[src/rtl/fpu_pkg.sv]
// Shared FPU operand, classification and unrounded-result types.
package fpu_pkg;

    typedef struct packed {
        logic        sign;
        logic [7:0]  exponent;
        logic [22:0] mantissa;
    } fpu_float_fields_t;

    typedef struct packed {
        logic norm;
        logic zero;
        logic nan;
        logic inf;
    } fpu_float_conditions_t;

    typedef enum logic [2:0] {
        RNE = 3'd0,
        RTZ = 3'd1,
        RDN = 3'd2,
        RUP = 3'd3,
        RMM = 3'd4
    } fpu_round_mode_t;

    typedef struct packed {
        logic            sign;
        logic [23:0]     mantissa;
        logic [7:0]      exponent;
        logic [2:0]      guard;
        logic            nan;
        logic            inf;
        logic            zero;
        fpu_round_mode_t mode;
    } fpu_result_t;

endpackage

[src/rtl/fpu_div_iter_if.sv]
// Operand/result handshake bundle for the iterative divider.
// Valid/ready: a transfer happens on a rising edge where valid && ready; the
// sender keeps its payload stable while valid is high and ready is low.
interface fpu_div_iter_if;
    logic                           in_valid;
    logic                           in_ready;
    fpu_pkg::fpu_float_fields_t     a;
    fpu_pkg::fpu_float_fields_t     b;
    fpu_pkg::fpu_float_conditions_t conditions_A;
    fpu_pkg::fpu_float_conditions_t conditions_B;
    fpu_pkg::fpu_round_mode_t       mode;
    logic                           out_valid;
    logic                           out_ready;
    fpu_pkg::fpu_result_t           result;

    modport slave (
        input  in_valid, a, b, conditions_A, conditions_B, mode, out_ready,
        output in_ready, out_valid, result
    );

    modport master (
        output in_valid, a, b, conditions_A, conditions_B, mode, out_ready,
        input  in_ready, out_valid, result
    );
endinterface

[src/rtl/fpu_div_iter.sv]
// Iterative single-precision divider: radix-2 restoring loop, one quotient bit
// per cycle, producing the unrounded result for the shared rounding stage.
module fpu_div_iter
    import fpu_pkg::*;
(
    input  logic          clk,
    input  logic          rst_n,
    fpu_div_iter_if.slave bus,
    output logic [1:0]    dbg_state
);

    typedef enum logic [1:0] {
        IDLE   = 2'd0,
        DIVIDE = 2'd1,
        NORM   = 2'd2,
        DONE   = 2'd3
    } state_t;

    state_t            state;
    logic [4:0]        cnt;
    logic [24:0]       rem;
    logic [23:0]       div_r;
    logic [26:0]       q;
    logic signed [9:0] exp_r;
    logic              sign_r;
    fpu_round_mode_t   mode_r;
    fpu_result_t       res_r;
    logic              out_valid_r;

    // Denormals carry no norm/nan/inf flag and are folded into zero.
    logic a_zero, b_zero, sp_nan, sp_inf, sp_zero, special;
    assign a_zero  = ~(bus.conditions_A.norm | bus.conditions_A.nan | bus.conditions_A.inf);
    assign b_zero  = ~(bus.conditions_B.norm | bus.conditions_B.nan | bus.conditions_B.inf);
    assign sp_nan  = bus.conditions_A.nan | bus.conditions_B.nan |
                     (a_zero & b_zero) | (bus.conditions_A.inf & bus.conditions_B.inf);
    assign sp_inf  = ~sp_nan & (bus.conditions_A.inf | b_zero);
    assign sp_zero = ~sp_nan & (a_zero | bus.conditions_B.inf);
    assign special = sp_nan | sp_inf | sp_zero;

    logic signed [9:0] exp_calc;
    assign exp_calc = $signed({2'b00, bus.a.exponent}) - $signed({2'b00, bus.b.exponent}) + 10'sd127;

    logic        rem_ge;
    logic [24:0] rem_next;
    assign rem_ge   = (rem >= {1'b0, div_r});
    assign rem_next = rem_ge ? (rem - {1'b0, div_r}) : rem;

    // Quotient sits in (0.5, 2); a clear integer bit costs one exponent step.
    logic              sticky;
    logic signed [9:0] exp_norm;
    logic [23:0]       mant_norm;
    logic [2:0]        guard_norm;
    assign sticky     = (rem != 25'd0);
    assign exp_norm   = q[26] ? exp_r : (exp_r - 10'sd1);
    assign mant_norm  = q[26] ? q[26:3] : q[25:2];
    assign guard_norm = q[26] ? {q[2], q[1], q[0] | sticky} : {q[1], q[0], sticky};

    fpu_result_t norm_res, special_res;
    always_comb begin
        norm_res      = '0;
        norm_res.sign = sign_r;
        norm_res.mode = mode_r;
        if (exp_norm >= 10'sd255) begin
            norm_res.inf = 1'b1;
        end else if (exp_norm <= 10'sd0) begin
            norm_res.zero = 1'b1;
        end else begin
            norm_res.mantissa = mant_norm;
            norm_res.exponent = exp_norm[7:0];
            norm_res.guard    = guard_norm;
        end
    end

    always_comb begin
        special_res      = '0;
        special_res.sign = bus.a.sign ^ bus.b.sign;
        special_res.mode = bus.mode;
        special_res.nan  = sp_nan;
        special_res.inf  = sp_inf;
        special_res.zero = sp_zero;
    end

    always_ff @(posedge clk or negedge rst_n) begin
        if (!rst_n) begin
            state       <= IDLE;
            cnt         <= '0;
            rem         <= '0;
            div_r       <= '0;
            q           <= '0;
            exp_r       <= '0;
            sign_r      <= 1'b0;
            mode_r      <= RNE;
            res_r       <= '0;
            out_valid_r <= 1'b0;
        end else begin
            case (state)
                IDLE: begin
                    if (bus.in_valid) begin
                        sign_r <= bus.a.sign ^ bus.b.sign;
                        mode_r <= bus.mode;
                        if (special) begin
                            res_r       <= special_res;
                            out_valid_r <= 1'b1;
                            state       <= DONE;
                        end else begin
                            rem   <= {2'b01, bus.a.mantissa};
                            div_r <= {1'b1, bus.b.mantissa};
                            q     <= '0;
                            cnt   <= '0;
                            exp_r <= exp_calc;
                            state <= DIVIDE;
                        end
                    end
                end
                DIVIDE: begin
                    q   <= {q[25:0], rem_ge};
                    rem <= {rem_next[23:0], 1'b0};
                    cnt <= cnt + 5'd1;
                    if (cnt == 5'd26) state <= NORM;
                end
                NORM: begin
                    res_r       <= norm_res;
                    out_valid_r <= 1'b1;
                    state       <= DONE;
                end
                DONE: begin
                    if (bus.out_ready) begin
                        out_valid_r <= 1'b0;
                        state       <= IDLE;
                    end
                end
                default: state <= IDLE;
            endcase
        end
    end

    assign bus.in_ready  = (state == IDLE);
    assign bus.out_valid = out_valid_r;
    assign bus.result    = res_r;
    assign dbg_state     = state;

endmodule

[src/flat_wrapper.sv]
// flat-port wrapper written by rule: the top's interface ports become plain ports
module fpu_div_iter_flat import fpu_pkg::*;
  (clk, rst_n, dbg_state, bus_in_valid, bus_a, bus_b, bus_conditions_A, bus_conditions_B, bus_mode, bus_out_ready, bus_in_ready, bus_out_valid, bus_result);
  fpu_div_iter_if bus_i ();
  input  logic clk;
  input  logic rst_n;
  output logic [1:0] dbg_state;
  input wire logic [$bits(bus_i.in_valid)-1:0] bus_in_valid;
  input wire logic [$bits(bus_i.a)-1:0] bus_a;
  input wire logic [$bits(bus_i.b)-1:0] bus_b;
  input wire logic [$bits(bus_i.conditions_A)-1:0] bus_conditions_A;
  input wire logic [$bits(bus_i.conditions_B)-1:0] bus_conditions_B;
  input wire logic [$bits(bus_i.mode)-1:0] bus_mode;
  input wire logic [$bits(bus_i.out_ready)-1:0] bus_out_ready;
  output wire logic [$bits(bus_i.in_ready)-1:0] bus_in_ready;
  output wire logic [$bits(bus_i.out_valid)-1:0] bus_out_valid;
  output wire logic [$bits(bus_i.result)-1:0] bus_result;
  assign bus_i.in_valid = bus_in_valid;
  assign bus_i.a = bus_a;
  assign bus_i.b = bus_b;
  assign bus_i.conditions_A = bus_conditions_A;
  assign bus_i.conditions_B = bus_conditions_B;
  assign bus_i.mode = bus_mode;
  assign bus_i.out_ready = bus_out_ready;
  assign bus_in_ready = bus_i.in_ready;
  assign bus_out_valid = bus_i.out_valid;
  assign bus_result = bus_i.result;
  fpu_div_iter u_core (.clk(clk), .rst_n(rst_n), .bus(bus_i), .dbg_state(dbg_state));
endmodule
[config.mk]
export PLATFORM = sky130hd
export DESIGN_NAME = fpu_div_iter_flat
export DESIGN_NICKNAME = d
export VERILOG_FILES = /design/src/rtl/fpu_pkg.sv /design/src/rtl/fpu_div_iter_if.sv /design/src/rtl/fpu_div_iter.sv /design/src/flat_wrapper.sv
export SDC_FILE = /design/constraint.sdc
export NUM_CORES = 1
export LEC_CHECK = 0
export ABC_AREA = 0
export CORE_ASPECT_RATIO = 1.5
export CORE_MARGIN = 4
export CORE_UTILIZATION = 30
export DETAILED_ROUTE_END_ITERATION = 8
export PLACE_DENSITY = 0.47
export SETUP_SLACK_MARGIN = 0.4
export SLEW_MARGIN = 20
export SYNTH_ARGS = -nofsm -noshare
export SYNTH_HDL_FRONTEND = slang
export SYNTH_SLANG_ARGS = --single-unit
[constraint.sdc]
create_clock -name clk -period 7.1 [get_ports clk]
set_input_delay 1.42 -clock clk [delete_from_list [all_inputs] [get_ports clk]]
set_output_delay 1.42 -clock clk [all_outputs]
set_load 0.01 [all_outputs]
==> results.py, run 1 <==
metrics = {
    "drt": {
        "vias_per_cell": 4.92,
        "vias": 6775,
        "drc": 0,
        "wl_per_cell_um": 16.4,
        "dr.pass1.iters": 5,
        "wirelength_um": 22500,
        "drtIter0Drc": 293,
        "ant_nets": 0,
    },
    "global_routing": {
        "grt_pass1_vias": 6876,
        "overflow": 0,
        "gr-usage-all-layers_pct": 14.8,
        "grt_pass1_wl_um": 36800,
        "antenna_found_initial": 1,
        "grt_max_degree": 74,
    },
    "timing": {
        "relSlewSlack_pct": 34.4,
        "finalSetupViolations": 0,
        "fin_tns_setup_ps": 0,
        "clock_skew_ps": 6.80,
        "fin_crit_sh_pct": 54.8,
        "rsz0062_at_grt": "false",
        "period_needed_ps": 3890,
        "timing.final.max_slew_violations": 0,
        "tightest_slew_ps": 976,
        "fmax_mhz": 257,
        "hold_violations": 0,
    },
    "synthesis": {
        "netlist_area_mm2": 0.00844,
        "synthFlopType": "dfrtp_1",
        "synth-xor-area-share_pct": 3.53,
        "synth_area_per_cell_um2": 9.21,
        "synth_mux_area_share_pct": 7.40,
        "synth_top_family_by_area": "compound AO/OA/AOI/OAI gates",
        "synth_edf_count": 0,
        "synth-async-reset-ratio_pct": 100,
        "synth-simple-area-share_pct": 17.6,
        "synth.area.top_cells": "dfrtp_1 (42%), nand2_1 (6.9%), ha_1 (5.9%), o21ai_0 (4.0%), mux2i_1 (3.8%)",
        "synthCells": 916,
        "synth_largest_area_cell": "dfrtp_1",
        "yosys_warnings": 0,
        "synth_top_area_share_pct": 41.5,
        "synth_compound_area_share_pct": 18.2,
        "synthAdderAreaFrac_pct": 6.41,
        "yosysSeqAreaShare_pct": 41.5,
        "synth_cell_types": 69,
        "synth_most_common_cell": "nand2_1",
        "ys_seq_elements": 140,
        "syn_nets": 1037,
        "yosys-top-cells-count": "nand2_1 (154), dfrtp_1 (140), o21ai_0 (68), inv_1 (53), nand3_1 (43)",
    },
    "floorplan": {
        "io_pins": 125,
        "dieArea_mm2": 0.0309,
        "die_w_um": 145,
        "fp.dieH_um": 213,
        "rows": 74,
        "initial_utilization_pct": 30.7,
        "coreArea_mm2": 0.0275,
    },
    "worst_setup_path": {
        "arrival_ps": 4200,
        "reg2regPathDepth": 9,
        "required_ps": 7400,
        "critical_path_class": "input port to flip-flop",
        "worstSetupEndpointType": "flip-flop",
        "timing.critical_path.from": "bus_b[23]",
        "worst_setup_path_start_kind": "input port",
        "worstReg2RegEnd": "u_core.rem[5]",
        "cp_max_fo": 4,
        "worstReg2RegStart": "u_core.rem[6]",
        "endpoint": "u_core.exp_r[8]",
        "r2r_slack_ps": 3680,
    },
    "finish": {
        "syn_to_final_growth_pct": 25.3,
        "nNetsFinal": 1141,
        "final_layout_size_suffix_gt1_share_pct": 11.6,
    },
    "power": {
        "power_density_mw_per_mm2": 379,
        "p_leak_nw": 4.58,
        "total_power_mw": 4.01,
        "ir_drop_uv": 203,
    },
    "clock_network": {
        "clkLatencyLatePin_ps": 420,
        "ctsResizeCount": 0,
        "clock_path_buffers": 2,
        "hold_buffers": 0,
        "postCtsSetupBuffers": 0,
        "h-tree-depth": 4,
        "cts.clk_slew.worst_paths_ps": 60,
        "clock-sinks": 140,
        "root_buffer": "clkbuf_16",
        "numCtsBuffers": 17,
        "cts_tree": "done",
    },
    "hold_path": {
        "hp-class": "flip-flop to flip-flop",
    },
    "place": {
        "hpwl_um": 16100,
        "portBuffers": 122,
        "gp_congestion": 0.840,
    },
    "job": {
        "maxCapViolCount": 0,
    },
    "outcome": {
        "status": "finished clean",
    },
}
## state kept, by name (all words and copies together), names as in the netlist
name                  count
u_core.dbg_state          2
u_core.exp_r             10
u_core.sign_r             1
u_core.bus.result        42
u_core.cnt                5
u_core.mode_r             3
u_core.rem               25
u_core.bus.out_valid      1
u_core.q                 27
u_core.div_r             24
## power by group
part	switching, mW	internal (mW)
Combinational	1.15	0.760
Sequential	0.160	0.970
Clock	0.348	0.625
Total	1.65	2.36
## per-stage QoR
stage	hold slack (ps)	setup slack, ps	utilization, %	area (µm²)	cells
2_1_floorplan	418	3480	-	8440	916
3_3_place_gp	436	2790	36.1	9920	1343
3_5_place_dp	440	2780	36.1	9920	1343
4_1_cts	454	3230	38.4	10600	1375
5_1_grt	469	2980	38.4	10600	1376
6_report	448	3210	38.4	10600	1376
## cell usage in the layout, fill, tap and decap left out, types with 10 or more instances in the layout
| master | instances |
|---|---|
| ha_1 | 39 |
| inv_1 | 53 |
| a211oi_1 | 10 |
| a21oi_1 | 36 |
| xor2_1 | 13 |
| o31ai_1 | 10 |
| clkbuf_16 | 17 |
| o21ai_2 | 29 |
| a21o_1 | 11 |
| mux2_2 | 27 |
| o21ai_0 | 68 |
| nand2_1 | 153 |
| xnor2_1 | 21 |
| nor2_1 | 30 |
| nor3_1 | 21 |
| dfrtp_1 | 139 |
| clkdlybuf4s50_1 | 121 |
| o21ai_1 | 16 |
| nor4_1 | 11 |
| mux2i_1 | 32 |
| nand3_1 | 43 |
## critical path, cell delays in order
cell,delay (ps)
clkdlybuf4s50_1,460
ha_1,160
inv_1,50
fa_1,390
a21o_1,190
a21oi_1,220
xnor2_1,160
a2111oi_0,540
and2_1,250
nor4b_1,60
a221o_1,280
## routing by layer
| metal | GRT usage (%) | vias up | part of all wire (%) |
|---|---|---|---|
| li1 | - | 3443 | - |
| met1 | 17.0 | 3225 | 42 |
| met2 | 28.2 | 86 | 54 |
| met3 | 2.60 | 21 | 2.4 |
| met4 | 4.72 | 0 | 1.7 |
| met5 | 0 | - | 0 |
## cell families after synthesis
group | after synthesis
flip-flops | 140
AO/OA/AOI/OAI | 233
adder cells (fa/ha/maj) | 42
buffers and inverters | 98
XOR/XNOR | 34
multiplexers | 59
AND/OR/NAND/NOR | 310
## layout make-up
class	count	area (µm²)
inverters	53	199
clock buffers	22	484
well taps	342	428
multi-input cells	678	4510
flip-flops and latches	140	3500
clock inverters	10	160
fillers	2774	16900
repair buffers	130	1280
diodes	1	2.50
## worst min path at each step
stage / start / to / slack, ps / cells after the start
finish: u_core.div_r[23] / u_core.div_r[23] / 450 / 2
floorplan: u_core.div_r[23] / u_core.div_r[23] / 420 / 2
global route: u_core.div_r[23] / u_core.div_r[23] / 470 / 2
detailed placement: u_core.div_r[23] / u_core.div_r[23] / 440 / 2
CTS: u_core.div_r[23] / u_core.div_r[23] / 450 / 2
global placement: u_core.div_r[23] / u_core.div_r[23] / 440 / 2
(Power assumes the default switching activity.)
==> run 2, diff against run 1 <==
- PLACE_DENSITY: 0.47 -> 0.49
- clock period: 7.1 -> 3.5 ns (I/O delays scaled with it)
==> results.py, run 2 (same netlist as run 1, synthesis figures left out) <==
metrics = {
    "drt": {
        "dr.pass1.iters": 4,
        "ant_nets": 0,
        "dr.max_layer_used": "met4",
        "wl_per_cell_um": 16.5,
        "drtIter0Drc": 322,
        "met3_length_um": 659,
        "wirelength_um": 23000,
        "vias_per_cell": 4.97,
        "route.met2.wl_um": 12700,
        "vias": 6937,
        "wl_met1_um": 9140,
        "drc": 0,
    },
    "finish": {
        "syn_to_final_growth_pct": 27.5,
        "layout_commonest_cell": "nand2_1",
        "design_area_mm2": 0.0108,
        "n_antenna_cell": 0,
        "final_layout_size_suffix_gt1_share_pct": 13.8,
        "nNetsFinal": 1164,
        "final_cells": 1397,
        "utilization_pct": 39.1,
        "largest_register_ffs": 42,
        "final_cell_mix": "nand2_1 (152), dfrtp_1 (139), clkdlybuf4s50_1 (121)",
        "fill_cells": 2805,
    },
    "timing": {
        "timing.final.max_slew_violations": 0,
        "clock_skew_ps": 9.91,
        "tightest_slew_ps": 894,
        "hold_violations": 0,
        "finalSetupViolations": 0,
        "fin_ws_ps": 476,
        "fin_crit_sh_pct": 86.4,
        "rsz0062_at_grt": "false",
        "period_needed_ps": 3020,
        "fmax_mhz": 331,
        "relSlewSlack_pct": 40.4,
    },
    "worst_setup_path": {
        "reg2regPathDepth": 8,
        "arrival_ps": 3330,
        "worstSetupEndpointType": "flip-flop",
        "worstReg2RegStart": "u_core.exp_r[3]",
        "critical_path_class": "input port to flip-flop",
        "worstReg2RegEnd": "u_core.bus.result[10]",
        "worst_setup_path_start_kind": "input port",
        "cp_max_fo": 3,
        "required_ps": 3810,
        "r2r_slack_ps": 590,
    },
    "place": {
        "place_ws_ps": -109,
        "dp.cells": 1365,
        "placed_area_mm2": 0.0101,
        "gp_congestion": 0.862,
        "hpwl_um": 16900,
        "portBuffers": 122,
    },
    "floorplan": {
        "initial_utilization_pct": 30.7,
        "rows": 74,
        "die_w_um": 145,
        "dieArea_mm2": 0.0309,
        "io_pins": 125,
        "fp.dieH_um": 213,
        "coreArea_mm2": 0.0275,
    },
    "power": {
        "ir_drop_uv": 406,
        "power_density_mw_per_mm2": 768,
        "p_leak_nw": 4.68,
        "total_power_mw": 8.27,
    },
    "global_routing": {
        "antenna_found_initial": 0,
        "overflow": 0,
        "grt_pass1_wl_um": 36800,
        "gr-usage-all-layers_pct": 14.9,
        "grt_pass1_vias": 7022,
        "grt_max_degree": 68,
    },
    "clock_network": {
        "clock_path_buffers": 2,
        "clkLatencyLatePin_ps": 430,
        "cts_tree": "done",
        "root_buffer": "clkbuf_16",
        "numCtsBuffers": 17,
        "h-tree-depth": 4,
        "clock-sinks": 140,
        "cts.clk_slew.worst_paths_ps": 60,
    },
    "job": {
        "maxCapViolCount": 0,
    },
    "hold_path": {
        "hp-class": "input port to asynchronous set/reset pin",
    },
    "outcome": {
        "status": "finished clean",
    },
}
==> run 2: routing by layer <==
metal  vias to the layer above  GRT usage (%)
met2                       118           29.1
li1                       3489              -
met1                      3299           16.1
met5                         -              0
met3                        31           2.68
met4                         0           5.51
==> run 2: cell type report <==
| cell class | count | area (µm²) | share of cell area (%) |
|---|---|---|---|
| Multi-Input combinational cell | 679 | 4550 | 42.3 |
| Sequential cell | 140 | 3500 | 32.6 |
| Timing Repair Buffer | 152 | 1470 | 13.7 |
| Clock buffer | 20 | 457 | 4.25 |
| Tap cell | 342 | 428 | 3.98 |
| Inverter | 53 | 199 | 1.85 |
| Clock inverter | 11 | 143 | 1.33 |
==> run 2: stage by stage <==
stage / hold slack (ps) / setup TNS [ps]
global route: 317 / 0
floorplan: 404 / 0
detailed placement: 446 / -109
global placement: 438 / -23.5
CTS: 291 / 0
finish: 266 / 0
==> run 2: repair_timing <==
item                                    CTS  global route
buffers inserted                          0             0
pin swaps                                 0             1
hold buffers                              0             0
cloned                                    0             1
endpoints found under the setup margin    2            25
resized for setup                         2             5
==> run 2: worst max-delay path by stage <==
stage / start / endpoint / slack, ps / depth (start not counted)
2_1_floorplan: bus_a[23] / u_core.exp_r[8] / 600 / 11
3_5_place_dp: bus_b[23] / u_core.exp_r[8] / -110 / 11
4_1_cts: bus_b[23] / u_core.exp_r[8] / 420 / 11
3_3_place_gp: bus_b[23] / u_core.exp_r[8] / -20 / 11
5_1_grt: bus_a[23] / u_core.exp_r[8] / 410 / 13
6_report: bus_b[23] / u_core.exp_r[8] / 480 / 12
==> run 2: power breakdown <==
| group | internal, mW | total, mW | switching, mW |
|---|---|---|---|
| sequential | 1.97 | 2.29 | 0.323 |
| combinational | 1.70 | 4.10 | 2.40 |
| clock | 1.15 | 1.87 | 0.721 |
==> run 2: critical path, stage by stage <==
cell and delay, ps:
clkdlybuf4s50_1 460, ha_1 170, inv_1 50, fa_1 400, a21o_1 190, a21oi_1 240, o21bai_1 90, a21oi_1 240
xor2_1 230, and2_1 200, nor4b_1 70, a221o_1 270
